[src/rtl/sym_ib_lut_pkg.sv]
// Shared definitions for the symmetric IB rank LUT: address-split helpers and loader FSM states.
package sym_ib_lut_pkg;

  typedef enum logic [1:0] {
    LD_IDLE  = 2'd0,
    LD_LOAD  = 2'd1,
    LD_FLUSH = 2'd2,
    LD_DONE  = 2'd3
  } ld_state_e;

  // A single slot still needs one offset bit so the port never collapses to zero width.
  function automatic int calc_offset_w(input int multi_frame_num);
    return (multi_frame_num > 1) ? $clog2(multi_frame_num) : 1;
  endfunction

  function automatic int calc_page_w(input int entry_addr, input int multi_frame_num);
    return entry_addr - calc_offset_w(multi_frame_num);
  endfunction

endpackage

[src/rtl/sym_dn_lut_loader_if.sv]
// Loader handshake and bank write bus; master = entry source / reader, slave = loader.
interface sym_dn_lut_loader_if #(
  parameter int ENTRY_ADDR      = 5,
  parameter int MULTI_FRAME_NUM = 2
) ();
  import sym_ib_lut_pkg::*;

  localparam int OFFSET_W = calc_offset_w(MULTI_FRAME_NUM);
  localparam int PAGE_W   = calc_page_w(ENTRY_ADDR, MULTI_FRAME_NUM);

  logic                       load_start;
  logic [OFFSET_W-1:0]        load_frame;
  logic                       load_abort;
  logic                       in_valid;
  logic [1:0]                 in_data;
  logic                       in_ready;
  logic                       lut_in_bank0;
  logic                       lut_in_bank1;
  logic [PAGE_W-1:0]          page_write_addr;
  logic [OFFSET_W-1:0]        write_addr_offset;
  logic                       we;
  logic                       busy;
  logic                       load_done;
  logic [MULTI_FRAME_NUM-1:0] frame_ready;
  logic [MULTI_FRAME_NUM-1:0] frame_release;

  modport master (
    output load_start, load_frame, load_abort, in_valid, in_data, frame_release,
    input  in_ready, lut_in_bank0, lut_in_bank1, page_write_addr, write_addr_offset,
           we, busy, load_done, frame_ready
  );

  modport slave (
    input  load_start, load_frame, load_abort, in_valid, in_data, frame_release,
    output in_ready, lut_in_bank0, lut_in_bank1, page_write_addr, write_addr_offset,
           we, busy, load_done, frame_ready
  );

endinterface

[src/rtl/sym_dn_lut_loader.sv]
// Write-side sequencer for the two rank LUT banks: streams one frame slot of 2-bit entries
// into the shared write port and tracks which slots hold a complete, committed frame.
module sym_dn_lut_loader
  import sym_ib_lut_pkg::*;
#(
  parameter int ENTRY_ADDR      = 5,
  parameter int MULTI_FRAME_NUM = 2
) (
  input  logic               write_clk,
  input  logic               rst,
  sym_dn_lut_loader_if.slave lif
);

  localparam int OFFSET_W = calc_offset_w(MULTI_FRAME_NUM);
  localparam int PAGE_W   = calc_page_w(ENTRY_ADDR, MULTI_FRAME_NUM);
  localparam logic [PAGE_W-1:0] LAST_PAGE = '1;

  ld_state_e                  state_q;
  logic [OFFSET_W-1:0]        slot_q;
  logic [PAGE_W-1:0]          page_q;
  logic                       we_q;
  logic                       bank0_q;
  logic                       bank1_q;
  logic [PAGE_W-1:0]          waddr_q;
  logic [OFFSET_W-1:0]        woff_q;
  logic [MULTI_FRAME_NUM-1:0] frame_ready_q;
  logic [MULTI_FRAME_NUM-1:0] frame_ready_d;
  logic                       accept;

  assign lif.in_ready = (state_q == LD_LOAD) && !lif.load_abort;
  assign accept       = lif.in_valid && lif.in_ready;

  // Release clears first so a same-cycle DONE set for that slot wins.
  always_comb begin
    frame_ready_d = frame_ready_q & ~lif.frame_release;
    if (state_q == LD_IDLE && lif.load_start) begin
      frame_ready_d[lif.load_frame] = 1'b0;
    end
    if (state_q == LD_DONE) begin
      frame_ready_d[slot_q] = 1'b1;
    end
  end

  always_ff @(posedge write_clk or posedge rst) begin
    if (rst) begin
      state_q       <= LD_IDLE;
      slot_q        <= '0;
      page_q        <= '0;
      we_q          <= 1'b0;
      bank0_q       <= 1'b0;
      bank1_q       <= 1'b0;
      waddr_q       <= '0;
      woff_q        <= '0;
      frame_ready_q <= '0;
    end else begin
      we_q          <= accept;
      frame_ready_q <= frame_ready_d;
      if (accept) begin
        bank0_q <= lif.in_data[0];
        bank1_q <= lif.in_data[1];
        waddr_q <= page_q;
        woff_q  <= slot_q;
        page_q  <= page_q + 1'b1;
      end
      // FLUSH lets the last write commit before DONE publishes the slot as ready.
      case (state_q)
        LD_IDLE: begin
          if (lif.load_start) begin
            state_q <= LD_LOAD;
            slot_q  <= lif.load_frame;
            page_q  <= '0;
          end
        end
        LD_LOAD: begin
          if (lif.load_abort) begin
            state_q <= LD_IDLE;
          end else if (accept && page_q == LAST_PAGE) begin
            state_q <= LD_FLUSH;
          end
        end
        LD_FLUSH: state_q <= LD_DONE;
        LD_DONE:  state_q <= LD_IDLE;
        default:  state_q <= LD_IDLE;
      endcase
    end
  end

  assign lif.we                = we_q;
  assign lif.lut_in_bank0      = bank0_q;
  assign lif.lut_in_bank1      = bank1_q;
  assign lif.page_write_addr   = waddr_q;
  assign lif.write_addr_offset = woff_q;
  assign lif.busy              = (state_q != LD_IDLE);
  assign lif.load_done         = (state_q == LD_DONE);
  assign lif.frame_ready       = frame_ready_q;

endmodule
[src/flat_wrapper.sv]
// flat-port wrapper written by rule: the top's interface ports become plain ports
module sym_dn_lut_loader_flat import sym_ib_lut_pkg::*;
#(
  parameter int ENTRY_ADDR      = 5,
  parameter int MULTI_FRAME_NUM = 2
)
  (write_clk, rst, lif_load_start, lif_load_frame, lif_load_abort, lif_in_valid, lif_in_data, lif_frame_release, lif_in_ready, lif_lut_in_bank0, lif_lut_in_bank1, lif_page_write_addr, lif_write_addr_offset, lif_we, lif_busy, lif_load_done, lif_frame_ready);
  sym_dn_lut_loader_if #(.ENTRY_ADDR(ENTRY_ADDR), .MULTI_FRAME_NUM(MULTI_FRAME_NUM)) lif_i ();
  input  logic write_clk;
  input  logic rst;
  input wire logic [$bits(lif_i.load_start)-1:0] lif_load_start;
  input wire logic [$bits(lif_i.load_frame)-1:0] lif_load_frame;
  input wire logic [$bits(lif_i.load_abort)-1:0] lif_load_abort;
  input wire logic [$bits(lif_i.in_valid)-1:0] lif_in_valid;
  input wire logic [$bits(lif_i.in_data)-1:0] lif_in_data;
  input wire logic [$bits(lif_i.frame_release)-1:0] lif_frame_release;
  output wire logic [$bits(lif_i.in_ready)-1:0] lif_in_ready;
  output wire logic [$bits(lif_i.lut_in_bank0)-1:0] lif_lut_in_bank0;
  output wire logic [$bits(lif_i.lut_in_bank1)-1:0] lif_lut_in_bank1;
  output wire logic [$bits(lif_i.page_write_addr)-1:0] lif_page_write_addr;
  output wire logic [$bits(lif_i.write_addr_offset)-1:0] lif_write_addr_offset;
  output wire logic [$bits(lif_i.we)-1:0] lif_we;
  output wire logic [$bits(lif_i.busy)-1:0] lif_busy;
  output wire logic [$bits(lif_i.load_done)-1:0] lif_load_done;
  output wire logic [$bits(lif_i.frame_ready)-1:0] lif_frame_ready;
  assign lif_i.load_start = lif_load_start;
  assign lif_i.load_frame = lif_load_frame;
  assign lif_i.load_abort = lif_load_abort;
  assign lif_i.in_valid = lif_in_valid;
  assign lif_i.in_data = lif_in_data;
  assign lif_i.frame_release = lif_frame_release;
  assign lif_in_ready = lif_i.in_ready;
  assign lif_lut_in_bank0 = lif_i.lut_in_bank0;
  assign lif_lut_in_bank1 = lif_i.lut_in_bank1;
  assign lif_page_write_addr = lif_i.page_write_addr;
  assign lif_write_addr_offset = lif_i.write_addr_offset;
  assign lif_we = lif_i.we;
  assign lif_busy = lif_i.busy;
  assign lif_load_done = lif_i.load_done;
  assign lif_frame_ready = lif_i.frame_ready;
  sym_dn_lut_loader #(.ENTRY_ADDR(ENTRY_ADDR), .MULTI_FRAME_NUM(MULTI_FRAME_NUM)) u_core (.write_clk(write_clk), .rst(rst), .lif(lif_i));
endmodule
[config.mk]
export PLATFORM = sky130hd
export DESIGN_NAME = sym_dn_lut_loader_flat
export DESIGN_NICKNAME = d
export VERILOG_FILES = /design/src/rtl/sym_ib_lut_pkg.sv /design/src/rtl/sym_dn_lut_loader_if.sv /design/src/rtl/sym_dn_lut_loader.sv /design/src/flat_wrapper.sv
export SDC_FILE = /design/constraint.sdc
export NUM_CORES = 1
export LEC_CHECK = 0
export CAP_MARGIN = 10
export CORE_UTILIZATION = 35
export CTS_BUF_LIST = sky130_fd_sc_hd__clkbuf_8
export CTS_CLUSTER_DIAMETER = 80
export DETAILED_ROUTE_END_ITERATION = 12
export GPL_TIMING_DRIVEN = 0
export SETUP_SLACK_MARGIN = 0.05
export SKIP_CTS_REPAIR_TIMING = 1
export SLEW_MARGIN = 5
export SYNTH_ARGS = -nofsm -noshare
export SYNTH_HDL_FRONTEND = slang
export SYNTH_SLANG_ARGS = --single-unit
[constraint.sdc]
create_clock -name write_clk -period 3.04 [get_ports write_clk]
set_input_delay 0.608 -clock write_clk [delete_from_list [all_inputs] [get_ports write_clk]]
set_output_delay 0.608 -clock write_clk [all_outputs]
set_load 0.1 [all_outputs]
==> results_dict.tcl <==
set metrics [dict create \
    critPathSlowestCell "clkdlybuf4s50_1" \
    hpwl_um 922 \
    synthDistinctLibCells 21 \
    ir_worst_vdd_uv 658 \
    syn_inst 62 \
    hold_viol_final 0 \
    drv_slew 0 \
    worst_pin_slew_ps 977 \
    clk_latency_ps 240 \
    async_flop_share_pct 100 \
    start_util_pct 39.3 \
    min_path_type "reg -> reg" \
    synth_commonest_cells "17 x dfrtp_1, 8 x nand2_1, 7 x mux2_2" \
    finalSetupTns_ps 0 \
    dieArea_um2 2230 \
    synth_edf_count 0 \
    antenna_found_initial 0 \
    dieHeight_um 47.2 \
    dpl.cell_count 109 \
    postRouteAntennaNets 0 \
    required_ps 2430 \
    setup_viol 0 \
    min_period_ps 2620 \
    antennaDiodeCount 0 \
    clockBufferDepth 2 \
    crit_buf_inv 2 \
    holdPathStages 1 \
    clk_pin_slew_ps 60 \
    period_share_pct 86.1 \
    path_class "reg -> out" \
    crit_chain "nand2_1 > inv_1 > clkdlybuf4s50_1" \
    synth.top_cell.area_share_pct 59.4 \
    power_density_nw_per_um2 764 \
    utilization_pct 56.0 \
    io_pins 23 \
    h-tree-depth 1 \
    synth_most_common_cell "dfrtp_1" \
    grtUsageTotal_pct 14.5 \
    synthToLayoutAreaGrowth_pct 42.5 \
    drv_cap 0 \
    r2r-end "u_core.lif.write_addr_offset" \
    die_w_um 47.2 \
    worstRegToRegCells 4 \
    grt_pass1_wl_um 2210 \
    port_buffers 22 \
    cts_root_buf "clkbuf_8" \
    max_stage_delay_ps 1130 \
    drc 0 \
    synth_flop_cell "dfrtp_1" \
    place.gp.congestion 0.724 \
    status "completed" \
    core_um2 1820 \
    synth_area_per_cell_um2 11.5 \
    cts_sinks 17 \
    syn_area_um2 716 \
    cp_max_fo 8 \
    fmax_mhz 382 \
    yosysTopAreaCell "dfrtp_1" \
    vias 534 \
    wl_um 1310 \
    syn_nets 73 \
    first_pass_iters 2 \
    rsz0062_at_grt "no" \
    cts_tree "built" \
    avgViaCountPerCell 4.73 \
    hold_path_end "u_core.lif.page_write_addr[3]" \
    drt_iter0_drc 5 \
    power_w 0.000779 \
    numCtsBuffers 3 \
    worstPathArrival_ps 2010 \
    endpoint_kind "primary output" \
    gr-total-overflow 0 \
    seq_area_frac_synth_pct 59.4 \
    rrSetupSlack_ps 1580 \
    fin_cells 113 \
    rows 15 \
    power_leakage_nw 0.485 \
    fin_worst_skew_ps 3.37 \
    yosys_warnings 0 \
    ys_seq_elements 17 \
    slew_headroom_pct 34.7 \
    synth.area.top_cells "dfrtp_1 59%, mux2_2 11%, nand2_1 4.2%" \
    min_from "u_core.lif.page_write_addr[3]" \
    drive_above_1_share_pct 17.0 \
    grt_pass1_vias 533 \
    final_nets 100 \
    wl_per_cell_um 11.6 \
    cp_top_family "buffers and inverters" \
    grt_max_degree 18 \
    start_kind "flop" \
]
==> registers in the layout, summed over array words and instances, names as in the netlist, named ones only <==
name and cells:
u_core.lif.page_write_addr 4, u_core.page_q 4, u_core.lif.frame_ready 2, u_core.lif.lut_in_bank0 1
u_core.lif.lut_in_bank1 1, u_core.lif.we 1, u_core.lif.write_addr_offset 1, u_core.slot_q 1
u_core.state_q 1
==> layout by cell type (no fill, tap or decap), types with 2 or more instances in the layout <==
| cell | n |
|---|---|
| clkdlybuf4s50_1 | 21 |
| dfrtp_1 | 17 |
| nand2_1 | 8 |
| mux2_2 | 7 |
| inv_1 | 6 |
| o21ai_0 | 5 |
| clkbuf_8 | 3 |
| nor2_1 | 2 |
| nand3_1 | 2 |
| a21oi_1 | 2 |
==> through the flow <==
stage          area (µm²)  hold WS [ps]  setup slack [ps]
6_report             1020           507               423
5_1_grt              1020           525               313
4_1_cts              1020           512              48.3
3_5_place_dp          972           495              56.4
3_3_place_gp          972           489              61.7
2_1_floorplan         721           473               609
==> cell families after synthesis <==
family / Yosys count / synth area share [%]
fa+ha+maj: 1 / 1.75
flops: 17 / 59.4
simple gates: 19 / 14.2
xor+xnor: 1 / 1.22
mux: 8 / 12.4
buf+inv: 7 / 3.85
compound gates: 9 / 7.17
==> power breakdown <==
group / total [W] / switching (W) / internal, W
clock: 0.000161 / 0.0000713 / 0.0000893
sequential: 0.000285 / 0.0000238 / 0.000261
combinational: 0.000334 / 0.000246 / 0.0000875
total: 0.000779 / 0.000341 / 0.000438
==> worst max-delay path by stage <==
stage | start | slack (ps) | cells after the start | to
6_report | flop | 420 | 3 | lif_load_done
5_1_grt | flop | 310 | 3 | lif_load_done
4_1_cts | lif_load_abort | 50 | 3 | lif_in_ready
3_5_place_dp | lif_load_abort | 60 | 3 | lif_in_ready
3_3_place_gp | lif_load_abort | 60 | 3 | lif_in_ready
2_1_floorplan | lif_load_abort | 610 | 1 | lif_in_ready
==> area by class of cell <==
| type | instances | area (µm²) |
|---|---|---|
| buffer | 1 | 5.00 |
| multi-input combinational | 38 | 268 |
| timing repair buffer | 22 | 223 |
| clock inverter | 1 | 3.75 |
| clock buffer | 3 | 41.3 |
| tap | 25 | 31.3 |
| sequential | 17 | 425 |
| fill | 181 | 801 |
| inverter | 6 | 22.5 |
==> per-layer routing <==
metal / track usage, % / vias up / wire [µm] / part of all wire, %
met4: 5.14 / 0 / 11 / 0.84
met5: 0 / - / 0 / 0
met2: 22.7 / 17 / 554 / 42
li1: - / 262 / - / -
met1: 19.0 / 253 / 656 / 50
met3: 4.62 / 2 / 88 / 6.7
Power figures use the tool's default switching activity.
